$ cat src/rtl/mem_pkg.sv
// Shared definitions for the memory stage: control-word field positions, write-back
// source and access-size encodings, FSM states and the misalignment predicate.
package mem_pkg;

   localparam int CTRL_W_DEF = 8;

   localparam int C_F3_LSB    = 0;
   localparam int C_F3_MSB    = 2;
   localparam int C_MEM_READ  = 3;
   localparam int C_MEM_WRITE = 4;
   localparam int C_REG_WRITE = 5;
   localparam int C_WBSEL_LSB = 6;
   localparam int C_WBSEL_MSB = 7;

   localparam logic [1:0] WB_ALU = 2'b00;
   localparam logic [1:0] WB_MEM = 2'b01;
   localparam logic [1:0] WB_PC  = 2'b10;

   localparam logic [2:0] F3_LB  = 3'b000;
   localparam logic [2:0] F3_LH  = 3'b001;
   localparam logic [2:0] F3_LW  = 3'b010;
   localparam logic [2:0] F3_LBU = 3'b100;
   localparam logic [2:0] F3_LHU = 3'b101;

   typedef enum logic {
      S_IDLE,
      S_ACCESS
   } state_t;

   // Halfwords need an even offset, words a zero offset; bytes are always aligned.
   function automatic logic is_misaligned(input logic [2:0] f3, input logic [1:0] off);
      logic mis;
      mis = 1'b0;
      case (f3[1:0])
         2'b01:   mis = off[0];
         2'b10:   mis = (off != 2'b00);
         default: mis = 1'b0;
      endcase
      return mis;
   endfunction

endpackage

$ cat src/rtl/mem_lane_align.sv
// Combinational lane steering: store byte-enables/replicated data and load extract/extend.
// Zero latency; no flow control.
module mem_lane_align
   import mem_pkg::*;
(
   input  logic [2:0]  funct3_i,
   input  logic [1:0]  off_i,
   input  logic [31:0] st_data_i,
   input  logic [31:0] ld_word_i,
   output logic [3:0]  be_o,
   output logic [31:0] wdata_o,
   output logic [31:0] ld_data_o
);

   logic [31:0] ld_shift;
   logic [7:0]  ld_byte;
   logic [15:0] ld_half;

   assign ld_shift = ld_word_i >> {off_i, 3'b000};
   assign ld_byte  = ld_shift[7:0];
   assign ld_half  = off_i[1] ? ld_word_i[31:16] : ld_word_i[15:0];

   always_comb begin
      be_o    = 4'b1111;
      wdata_o = st_data_i;
      case (funct3_i[1:0])
         2'b00: begin
            be_o    = 4'b0001 << off_i;
            wdata_o = {4{st_data_i[7:0]}};
         end
         2'b01: begin
            be_o    = off_i[1] ? 4'b1100 : 4'b0011;
            wdata_o = {2{st_data_i[15:0]}};
         end
         default: ;
      endcase
   end

   always_comb begin
      ld_data_o = ld_word_i;
      case (funct3_i)
         F3_LB:   ld_data_o = {{24{ld_byte[7]}}, ld_byte};
         F3_LH:   ld_data_o = {{16{ld_half[15]}}, ld_half};
         F3_LBU:  ld_data_o = {24'h0, ld_byte};
         F3_LHU:  ld_data_o = {16'h0, ld_half};
         default: ld_data_o = ld_word_i;
      endcase
   end

endmodule

$ cat src/rtl/mem_stage.sv
// Memory stage: 1-cycle write-back for ALU/PC ops, loads/stores held in ACCESS until dmem_ack_i;
// mem_ready_o low stalls execute while busy. MEM_MISALIGN_TRAP_EN adds misaligned-access trapping.
module mem_stage
   import mem_pkg::*;
#(
   parameter int CTRL_W = CTRL_W_DEF,
   parameter int XLEN   = 32
) (
   input  logic              clk_i,
   input  logic              rst_i,
   input  logic [CTRL_W-1:0] ex_control_i,
   input  logic [XLEN-1:0]   ex_aluResult_i,
   input  logic [XLEN-1:0]   ex_data_i,
   input  logic [31:0]       ex_rd_addr_i,
   input  logic [XLEN-1:0]   ex_pcplus_i,
   output logic              mem_ready_o,
   output logic              dmem_req_o,
   output logic              dmem_we_o,
   output logic [XLEN-1:0]   dmem_addr_o,
   output logic [XLEN-1:0]   dmem_wdata_o,
   output logic [3:0]        dmem_be_o,
   input  logic              dmem_ack_i,
   input  logic [XLEN-1:0]   dmem_rdata_i,
   output logic [4:0]        wb_rd_addr_o,
   output logic [XLEN-1:0]   wb_rd_o,
   output logic              wb_rd_en_o
`ifdef MEM_MISALIGN_TRAP_EN
   ,
   output logic              misalign_o,
   output logic [XLEN-1:0]   misalign_addr_o
`endif
);

   state_t            state_q, state_d;
   logic [2:0]        f3_q, f3_d;
   logic [XLEN-1:0]   addr_q, addr_d;
   logic [XLEN-1:0]   data_q, data_d;
   logic [4:0]        rd_q, rd_d;
   logic              we_q, we_d;
   logic              rw_q, rw_d;
   logic [4:0]        wb_addr_q, wb_addr_d;
   logic [XLEN-1:0]   wb_data_q, wb_data_d;
   logic              wb_en_q, wb_en_d;
   logic              mis_q, mis_d;
   logic [XLEN-1:0]   mis_addr_q, mis_addr_d;

   logic [2:0]        ex_f3;
   logic [1:0]        ex_wbsel;
   logic              ex_mem_op;
   logic [4:0]        ex_rd;
   logic [XLEN-1:0]   ex_wb_val;
   logic [3:0]        lane_be;
   logic [XLEN-1:0]   lane_wdata;
   logic [XLEN-1:0]   lane_ld;
   logic              unused_rd_hi;

   assign ex_f3     = ex_control_i[C_F3_MSB:C_F3_LSB];
   assign ex_wbsel  = ex_control_i[C_WBSEL_MSB:C_WBSEL_LSB];
   assign ex_mem_op = ex_control_i[C_MEM_READ] | ex_control_i[C_MEM_WRITE];
   assign ex_rd     = ex_rd_addr_i[4:0];
   assign ex_wb_val = (ex_wbsel == WB_PC) ? ex_pcplus_i : ex_aluResult_i;
   assign unused_rd_hi = ^ex_rd_addr_i[31:5];

   mem_lane_align u_lane (
      .funct3_i  (f3_q),
      .off_i     (addr_q[1:0]),
      .st_data_i (data_q),
      .ld_word_i (dmem_rdata_i),
      .be_o      (lane_be),
      .wdata_o   (lane_wdata),
      .ld_data_o (lane_ld)
   );

   always_comb begin
      state_d    = state_q;
      f3_d       = f3_q;
      addr_d     = addr_q;
      data_d     = data_q;
      rd_d       = rd_q;
      we_d       = we_q;
      rw_d       = rw_q;
      wb_addr_d  = wb_addr_q;
      wb_data_d  = wb_data_q;
      wb_en_d    = 1'b0;
      mis_d      = 1'b0;
      mis_addr_d = mis_addr_q;
      case (state_q)
         S_IDLE: begin
            if (ex_mem_op) begin
`ifdef MEM_MISALIGN_TRAP_EN
               if (is_misaligned(ex_f3, ex_aluResult_i[1:0])) begin
                  mis_d      = 1'b1;
                  mis_addr_d = ex_aluResult_i;
               end else begin
`else
               begin
`endif
                  state_d = S_ACCESS;
                  f3_d    = ex_f3;
                  addr_d  = ex_aluResult_i;
                  data_d  = ex_data_i;
                  rd_d    = ex_rd;
                  we_d    = ex_control_i[C_MEM_WRITE];
                  rw_d    = ex_control_i[C_REG_WRITE];
               end
            end else if (ex_control_i[C_REG_WRITE] && (ex_rd != 5'd0)) begin
               wb_en_d   = 1'b1;
               wb_addr_d = ex_rd;
               wb_data_d = ex_wb_val;
            end
         end
         S_ACCESS: begin
            // Request fields are frozen in the _q copies until the ack edge.
            if (dmem_ack_i) begin
               state_d = S_IDLE;
               if (!we_q && rw_q && (rd_q != 5'd0)) begin
                  wb_en_d   = 1'b1;
                  wb_addr_d = rd_q;
                  wb_data_d = lane_ld;
               end
            end
         end
         default: state_d = S_IDLE;
      endcase
   end

   always_ff @(posedge clk_i or negedge rst_i) begin
      if (!rst_i) begin
         state_q    <= S_IDLE;
         f3_q       <= 3'd0;
         addr_q     <= '0;
         data_q     <= '0;
         rd_q       <= 5'd0;
         we_q       <= 1'b0;
         rw_q       <= 1'b0;
         wb_addr_q  <= 5'd0;
         wb_data_q  <= '0;
         wb_en_q    <= 1'b0;
         mis_q      <= 1'b0;
         mis_addr_q <= '0;
      end else begin
         state_q    <= state_d;
         f3_q       <= f3_d;
         addr_q     <= addr_d;
         data_q     <= data_d;
         rd_q       <= rd_d;
         we_q       <= we_d;
         rw_q       <= rw_d;
         wb_addr_q  <= wb_addr_d;
         wb_data_q  <= wb_data_d;
         wb_en_q    <= wb_en_d;
         mis_q      <= mis_d;
         mis_addr_q <= mis_addr_d;
      end
   end

   assign mem_ready_o  = (state_q == S_IDLE);
   assign dmem_req_o   = (state_q == S_ACCESS);
   assign dmem_we_o    = dmem_req_o & we_q;
   assign dmem_addr_o  = dmem_req_o ? {addr_q[XLEN-1:2], 2'b00} : '0;
   assign dmem_be_o    = dmem_req_o ? lane_be : 4'b0000;
   assign dmem_wdata_o = dmem_req_o ? lane_wdata : '0;
   assign wb_rd_addr_o = wb_addr_q;
   assign wb_rd_o      = wb_data_q;
   assign wb_rd_en_o   = wb_en_q;

`ifdef MEM_MISALIGN_TRAP_EN
   assign misalign_o      = mis_q;
   assign misalign_addr_o = mis_addr_q;
`endif

endmodule

$ cat config.mk
export PLATFORM = sky130hd
export DESIGN_NAME = mem_stage
export DESIGN_NICKNAME = d
export VERILOG_FILES = /design/src/rtl/mem_pkg.sv /design/src/rtl/mem_lane_align.sv /design/src/rtl/mem_stage.sv
export SDC_FILE = /design/constraint.sdc
export NUM_CORES = 1
export LEC_CHECK = 0
export CAP_MARGIN = 30
export CORE_MARGIN = 5
export CORE_UTILIZATION = 35
export DETAILED_ROUTE_END_ITERATION = 8
export PLACE_DENSITY = 0.73
export SLEW_MARGIN = 20
export SYNTH_ARGS = -nofsm -noshare
export SYNTH_HDL_FRONTEND = slang
export SYNTH_HIERARCHICAL = 1
export SYNTH_SLANG_ARGS = --single-unit
$ cat constraint.sdc
create_clock -name clk_i -period 2.2 [get_ports clk_i]
set_clock_uncertainty 0.05 [all_clocks]
set_input_delay 0.22 -clock clk_i [delete_from_list [all_inputs] [get_ports clk_i]]
set_output_delay 0.22 -clock clk_i [all_outputs]
set_load 0.01 [all_outputs]
==> flow_summary.yaml, run 1 <==
logic_synthesis:
  ys_types: 42
  ys_warn_count: 6
  avgSynthCellArea_um2: 11.4
  yosysSeqAreaShare: 0.411
  ys_ff_latch: 113
  netlist_instances: 606
  synth_enable_flop_cells: 0
  netlist_area_um2: 6880
  ys.flop_type: "dfrtp_1"
  synthArstFlopShare: 1.00
grt:
  grt_usage: 0.189
  grt_pass1_wl_um: 33100
  antenna_found_initial: 0
  grt_max_degree: 114
  grt-ovfl-total: 0
  grt_pass1_vias: 5961
sta:
  holdWs_ps: 372
  relSlewSlack: 0.576
  period_share: 0.965
  hold_viol_final: 0
  period_needed_ps: 2120
  setup_violations: 0
  rsz0062_at_grt: "yes"
  tightest_slew_ps: 635
  fmax_ghz: 0.471
  slew_viol_final: 0
route:
  first_pass_iters: 4
  drc: 0
  viasPerCell: 4.86
  drtIter0Drc: 168
  ant_nets: 0
  wl_um: 21400
  dr_total_vias: 5528
  wl_per_cell_um: 18.8
floorplan:
  fp-row-count: 51
  dieArea_um2: 22600
  ios: 280
  start_util: 0.355
  die_x_um: 150
  die_h_um: 150
  coreArea_um2: 19400
run:
  drv_cap: 0
placed_design:
  gp_congestion: 0.815
  dpl.cell_count: 1098
  hpwlAfterDp_um: 15700
  port_buffers: 250
cells_and_area:
  final_cells: 1137
  drive_gt1_frac: 0.277
  num-nets-final: 1029
  synthToLayoutAreaGrowth_pct: 53.3
  fillers: 1757
setup_path:
  critPathRequiredTime_ps: 1930
  cp-start-kind: "flip-flop"
  arrival_ps: 1850
  endpoint_kind: "output port"
  cp_max_fo: 4
  cp_top_family: "flip-flops"
  path_cells: "or2_4 > buf_4 > mux2_1 > and2_1 > clkbuf_2"
  path_class: "flip-flop to output port"
  cpPeakStageDelay_ps: 440
  slowest_stage: "dfrtp_2"
  critPathBufInv: 2
power_and_ir_drop:
  cellPowerDensity_nw_per_um2: 1220
  ir_drop_v: 0.000552
  p_leak_uw: 0.00451
run_status:
  status: "completed"
cts:
  worstSkewPairLatency_ps: 410
  cts_buffers: 17
  cts_sinks: 113
  cts_tree: "built"
  path_clk_slew_ps: 60
  cts_max_path_buffers: 2
  clockRootBuffer: "clkbuf_16"
  htreeDepth: 4
hold_path:
  hold_path_class: "primary input to flip-flop"
## stage by stage
step	power [uW]	area, um2	setup WS, ps	utilization	TNS [ps]
floorplan	6940	6890	228	-	0
global placement	9720	9820	-47.8	0.506	-793
detailed placement	9820	9820	-95.8	0.506	-2320
CTS	13000	10500	-154	0.541	-1790
global route	13700	10500	-11.4	0.544	-24.5
finish	12900	10600	77.5	0.544	0
## synthesized netlist by cell type, drive strengths merged (2+ instances only)
cell type / count / area share
mux2i: 41 / 0.060
nand2: 48 / 0.026
nor2: 8 / 0.0044
a211o: 2 / 0.0025
and2: 68 / 0.062
or4: 2 / 0.0022
o21ai: 44 / 0.033
inv: 5 / 0.0027
buf: 36 / 0.037
clkbuf: 20 / 0.011
o221ai: 4 / 0.0051
mux2: 152 / 0.27
a22oi: 3 / 0.0053
dfrtp: 113 / 0.41
a21oi: 3 / 0.0038
o31ai: 4 / 0.0044
o21bai: 2 / 0.0022
o22ai: 16 / 0.024
and4b: 3 / 0.0044
nor2b: 22 / 0.020
## what timing repair did
action | in CTS | in global routing
hold endpoints to repair | 113 | 0
resized for setup | 20 | 36
setup buffers | 3 | 0
endpoints found under the setup margin | 58 | 37
pin swaps | 1 | 0
cloned | 0 | 2
hold buffers | 1 | 0
## flip-flops by register name, summed over array words and instances (netlist names), 3 cells and up
name	flops
addr_q	32
data_q	32
rd_q	5
wb_rd_addr_o	5
wb_rd_o	32
f3_q	3
## power by group
group          switching (uW)  internal [uW]  leakage, uW
logic                    2620           3650      0.00286
clock network            1010           2130     0.000314
registers                 534           2910      0.00133
## cells by family (layout without fill, tap and decap cells)
family,Yosys count,count (layout),synth area share
AOI/OAI and AO/OA,83,83,0.0892
buffers and inverters,61,325,0.0509
DFF,113,113,0.411
muxes,193,193,0.326
other,1,3,0.000545
and+or+nand+nor,155,155,0.123
## layout by cell type (no fill, tap or decap), drive strengths merged, types with 2 or more instances in the layout
cell type      instances
a211o                  2
a21oi                  3
a22oi                  3
and2                  68
and4b                  3
buf                   36
bufinv                 6
clkbuf                29
clkdlybuf4s50        221
clkinv                 3
clkinvlp               3
conb                   2
dfrtp                113
dlygate4sd2           12
dlymetal6s2s           8
inv                    6
mux2                 152
mux2i                 41
nand2                 48
nor2                   8
nor2b                 22
o21ai                 44
o21bai                 2
o221ai                 4
o22ai                 16
o31ai                  4
or4                    2
## per-layer routing
| layer | share of wire | GRT usage |
|---|---|---|
| met1 | 0.41 | 0.234 |
| met2 | 0.49 | 0.314 |
| met3 | 0.089 | 0.0692 |
| met4 | 0.013 | 0.0476 |
| met5 | 0 | 0 |
## worst paths after layout
path,startpoint,to,slack (ps),cells after the start
worst max-delay path,f3_q[0],dmem_wdata_o[9],80,5
min in group asynchronous,rst_i,rd_q[2],380,3
worst min-delay path,ex_data_i[18],data_q[18],370,2
max in group asynchronous,rst_i,dmem_req_o,1230,3
worst min register to register,addr_q[12],addr_q[12],440,1
worst max register to register,addr_q[0],wb_rd_o[17],150,7
## final cells by class
cell class / count / area (um2) / area share
Multi-Input combinational cell: 433 / 3760 / 0.356
Clock inverter: 13 / 234 / 0.0222
Tap cell: 265 / 332 / 0.0314
Antenna cell: 1 / 2.50 / 0.000237
Inverter: 5 / 18.8 / 0.00178
Timing Repair Buffer: 288 / 2940 / 0.279
Clock buffer: 19 / 433 / 0.0410
Sequential cell: 113 / 2840 / 0.269
(Power assumes the default switching activity.)
==> run 2, diff against run 1 <==
--- a/config.mk
+++ b/config.mk
@@ -9,7 +9,8 @@
 export CORE_MARGIN = 5
 export CORE_UTILIZATION = 35
 export DETAILED_ROUTE_END_ITERATION = 8
-export PLACE_DENSITY = 0.73
+export MAX_ROUTING_LAYER = met4
+export PLACE_DENSITY = 0.76
 export SLEW_MARGIN = 20
 export SYNTH_ARGS = -nofsm -noshare
 export SYNTH_HDL_FRONTEND = slang
==> constraint.sdc (replaced) <==
create_clock -name clk_i -period 1.9 [get_ports clk_i]
set_clock_uncertainty 0.05 [all_clocks]
set_input_delay 0.19 -clock clk_i [delete_from_list [all_inputs] [get_ports clk_i]]
set_output_delay 0.19 -clock clk_i [all_outputs]
set_load 0.01 [all_outputs]
==> flow_summary.yaml, run 2 (synthesis results as in run 1) <==
run_status:
  status: "complete, but fails checks"
  violations: "negative setup slack"
route:
  wl_per_cell_um: 20.2
  first_pass_iters: 4
  dr_total_vias: 5822
  wl_um: 24000
  ant_nets: 0
  drtIter0Drc: 212
  viasPerCell: 4.91
  drc: 0
setup_path:
  endpoint_kind: "flip-flop"
  slowest_stage: "dfrtp_2"
  cp_num_cells: 8
  cp-start-kind: "flip-flop"
  r2r.worst_path.cells: 8
  path_class: "flip-flop to flip-flop"
  cpPeakStageDelay_ps: 440
  cp_top_family: "multiplexers"
  crit_top_cell: "mux2_4"
  path_cells: "buf_6 > buf_6 > nor2b_4 > mux2_4 > mux2_4 > nand2_2 > o21ai_2 > mux2_4"
  critPathBufInv: 2
  critPathRequiredTime_ps: 2150
  arrival_ps: 2320
  cp_max_fo: 5
sta:
  setup_violations: 44
  fmax_ghz: 0.482
  tightest_slew_ps: 572
  rsz0062_at_grt: "yes"
  relSlewSlack: 0.619
  setup_ws_ps: -176
  period_share: 1.09
  fin_setup_tns_ps: -3910
  hold_viol_final: 0
  period_needed_ps: 2080
  slew_viol_final: 0
floorplan:
  coreArea_um2: 19400
  fp-row-count: 51
  start_util: 0.355
  dieArea_um2: 22600
  die_h_um: 150
  ios: 280
  die_x_um: 150
cells_and_area:
  num-nets-final: 1078
  drive_gt1_frac: 0.417
  synthToLayoutAreaGrowth_pct: 67.3
  post-route-util: 0.594
  final_cell_mix: "clkdlybuf4s50_1 (180), dfrtp_1 (109), mux2_2 (81), mux2_4 (70), buf_6 (50)"
  design_area_um2: 11500
  final_cells: 1186
  fillers: 1620
  layout_commonest_cell: "clkdlybuf4s50_1"
cts:
  cts_tree: "built"
  worstSkewPairLatency_ps: 420
  clockRootBuffer: "clkbuf_16"
  cts_sinks: 113
  htreeDepth: 4
  cts_max_path_buffers: 2
  cts_buffers: 17
  path_clk_slew_ps: 50
placed_design:
  port_buffers: 250
  dpl.cell_count: 1117
  hpwlAfterDp_um: 16100
  gp_congestion: 0.887
  postPlaceCellArea_um2: 9980
grt:
  antenna_found_initial: 2
  grt_pass1_vias: 6306
  grt-ovfl-total: 0
  grt_max_degree: 50
  grt_usage: 0.212
  grt_pass1_wl_um: 35500
power_and_ir_drop:
  ir_drop_v: 0.000820
  total_power_uw: 16400
  cellPowerDensity_nw_per_um2: 1430
  p_leak_uw: 0.00503
run:
  drv_cap: 0
hold_path:
  hold_path_class: "primary input to async pin"
[run 2: cell count changes in the layout (fill, tap and decap cells not counted), sizes merged]
cell	delta
bufinv	-4
diode	+1
inv	-2
buf	+80
dlymetal6s2s	-8
clkinv	+4
clkdlybuf4s50	-41
clkdlybuf4s15	+3
bufbuf	+1
dlygate4sd2	+23
clkbuf	-8
[run 2: layout make-up]
type                    count  area [um2]  share of cell area
diodes                      2        5.00            0.000435
clock buffers              20         457              0.0397
clock inverters            11         114             0.00989
inverters                   5        25.0             0.00217
multi-input cells         433        4240               0.368
flip-flops and latches    113        2840               0.246
well taps                 265         332              0.0288
repair buffers            337        3510               0.305
[run 2: worst register-to-register path, delay by kind of cell, from the launching register on]
kind / cells / cell delay [ps]
mux: 3 / 860
flops: 1 / 440
simple gates: 2 / 310
buf+inv: 2 / 250
compound gates: 1 / 50
[run 2: through the flow]
step	worst slack, ps	hold slack, ps
3_3_place_gp	-290	168
2_1_floorplan	23.7	-156
4_1_cts	-208	276
3_5_place_dp	-313	179
5_1_grt	-213	320
6_report	-176	257
[run 2: what timing repair did]
item,in CTS,in global routing
resized for setup,274,117
hold endpoints to repair,34,0
buffers inserted,28,9
pin swaps,36,41
hold buffers,1,0
gates cloned,8,0
setup endpoints to repair,101,63
[run 2: path summary, 6_finish.rpt]
path,start,endpoint,slack (ps)
setup / recovery,f3_q[0],wb_rd_o[3],-180
hold / removal,rst_i,rd_q[2],260
setup reg to reg,f3_q[0],wb_rd_o[3],-180
hold reg to reg,addr_q[12],addr_q[12],450
max in group asynchronous,rst_i,wb_rd_o[14],900
min in group clk_i,ex_data_i[3],data_q[3],330
[run 2: per-layer routing]
metal	wire length, um	track usage	part of all wire	up-vias
li1	-	-	-	2729
met1	9840	0.253	0.41	2849
met2	11700	0.350	0.49	205
met3	1780	0.0590	0.074	39
met4	655	0.0659	0.027	0
met5	0	-	0	-
[run 2: power by group]
| group | total (uW) | switching [uW] | internal [uW] |
|---|---|---|---|
| clock | 3160 | 1180 | 1980 |
| sequential | 4020 | 643 | 3380 |
| combinational | 9260 | 3780 | 5470 |
==> run 3, diff against run 2 <==
--- a/config.mk
+++ b/config.mk
@@ -10,7 +10,7 @@
 export CORE_UTILIZATION = 35
 export DETAILED_ROUTE_END_ITERATION = 8
 export MAX_ROUTING_LAYER = met4
-export PLACE_DENSITY = 0.76
+export PLACE_DENSITY = 0.73
 export SLEW_MARGIN = 20
 export SYNTH_ARGS = -nofsm -noshare
 export SYNTH_HDL_FRONTEND = slang
==> constraint.sdc (replaced) <==
create_clock -name clk_i -period 2.4 [get_ports clk_i]
set_clock_uncertainty 0.05 [all_clocks]
set_input_delay 0.24 -clock clk_i [delete_from_list [all_inputs] [get_ports clk_i]]
set_output_delay 0.24 -clock clk_i [all_outputs]
set_load 0.01 [all_outputs]
==> flow_summary.yaml, run 3 (synthesis results as in run 1) <==
cells_and_area:
  synthToLayoutAreaGrowth_pct: 49.7
  final_cell_mix: "clkdlybuf4s50_1 (226), dfrtp_1 (109), mux2_2 (103), and2_1 (68), nand2_1 (48)"
  antenna_cells: 0
  layout_commonest_cell: "clkdlybuf4s50_1"
  fillers: 1786
  final_cells: 1122
  drive_gt1_frac: 0.251
  design_area_um2: 10300
  num-nets-final: 1016
sta:
  slew_viol_final: 0
  relSlewSlack: 0.657
  period_share: 0.968
  period_needed_ps: 2320
  fin_setup_tns_ps: 0
  hold_viol_final: 0
  holdWs_ps: 282
  tightest_slew_ps: 515
  fmax_ghz: 0.430
  setup_violations: 0
grt:
  grt-ovfl-total: 0
  grt_pass1_vias: 5917
  grt_pass1_wl_um: 32700
  grt_usage: 0.194
  antenna_found_initial: 0
  grt_max_degree: 67
floorplan:
  coreArea_um2: 19400
  dieArea_um2: 22600
  fp-row-count: 51
  die_x_um: 150
  die_h_um: 150
  ios: 280
  start_util: 0.355
cts:
  cts_sinks: 113
  cts_buffers: 17
  htreeDepth: 4
  cts_tree: "built"
  cts_max_path_buffers: 2
  worstSkewPairLatency_ps: 420
  clockRootBuffer: "clkbuf_16"
  path_clk_slew_ps: 50
route:
  drtIter0Drc: 191
  wl_per_cell_um: 18.9
  dr_total_vias: 5535
  viasPerCell: 4.93
  drc: 0
  ant_nets: 0
  first_pass_iters: 4
  wl_um: 21200
setup_path:
  critPathRequiredTime_ps: 2110
  cp-start-kind: "flip-flop"
  reg2reg_to: "wb_rd_o[3]"
  r2r.worst_path.cells: 7
  path_class: "flip-flop to output port"
  cp_max_fo: 61
  cp-startpoint: "f3_q[1]"
  arrival_ps: 2030
  endpoint_kind: "output port"
  reg2reg_setup_slack_ps: 180
  timing.rr.start: "f3_q[0]"
placed_design:
  postPlaceCellArea_um2: 9700
  port_buffers: 250
  dpl.cell_count: 1089
  gp_congestion: 0.796
  hpwlAfterDp_um: 15700
power_and_ir_drop:
  cellPowerDensity_nw_per_um2: 1090
  p_leak_uw: 0.00436
  ir_drop_v: 0.000556
  total_power_uw: 11200
hold_path:
  hold_path_class: "primary input to async pin"
run:
  drv_cap: 0
run_status:
  status: "completed"
==> run 3: cell types whose count changed in the layout (fill, tap and decap cells not counted), sizes merged <==
cell / before / now
bufbuf: 1 / 0
buf: 116 / 25
inv: 4 / 5
clkinvlp: 3 / 1
clkdlybuf4s15: 3 / 0
clkdlybuf4s50: 180 / 226
diode: 2 / 0
dlymetal6s2s: 0 / 6
dlygate4sd2: 35 / 17
==> run 3: where the power goes <==
part	total, uW	switching (uW)	internal, uW
Clock	2500	907	1600
Combinational	5550	2340	3220
Sequential	3170	493	2670
==> run 3: per-stage QoR <==
stage | util | setup WS [ps]
global route | 0.531 | -3.83
global placement | 0.500 | 113
floorplan | - | 428
CTS | 0.530 | 12.5
detailed placement | 0.500 | 101
finish | 0.531 | 76.8
==> run 3: worst max path at each step <==
stage                     slack [ps]               end  cells past startpoint
after floorplan                  430        wb_rd_o[0]                      7
after detailed placement         100       wb_rd_o[30]                      8
after CTS                         10  dmem_wdata_o[21]                      4
after global placement           110       wb_rd_o[30]                      8
final                             80  dmem_wdata_o[18]                      4
after global routing              -4  dmem_wdata_o[18]                      4
==> run 3: worst max-delay path: stages (launching register included) <==
cell	delay [ps]
dfrtp_2	370
buf_12	270
mux2_1	350
and2_1	160
clkdlybuf4s50_1	470
==> run 3: routing by layer <==
| metal | routed length [um] | global-route usage | share of wire | vias to the layer above |
|---|---|---|---|---|
| met5 | 0 | - | 0 | - |
| met4 | 307 | 0.0544 | 0.014 | 0 |
| met3 | 1590 | 0.0596 | 0.075 | 18 |
| met2 | 10300 | 0.317 | 0.49 | 182 |
| met1 | 8970 | 0.234 | 0.42 | 2732 |
| li1 | - | - | - | 2603 |
==> run 3: cell type report <==
type / count / area (um2) / area share
clock buffers: 21 / 470 / 0.0457
clock inverters: 10 / 110 / 0.0107
inverters: 5 / 18.8 / 0.00182
multi-input cells: 433 / 3740 / 0.363
flip-flops and latches: 113 / 2840 / 0.275
well taps: 265 / 332 / 0.0322
repair buffers: 275 / 2800 / 0.271
==> run 3: timing repair <==
item | 4_1_cts | 5_1_grt
resized for setup | 19 | 8
hold buffers | 1 | 0
buffers inserted | 1 | 0
hold endpoints to repair | 33 | 0
pin swaps | 0 | 0
endpoints found under the setup margin | 20 | 8
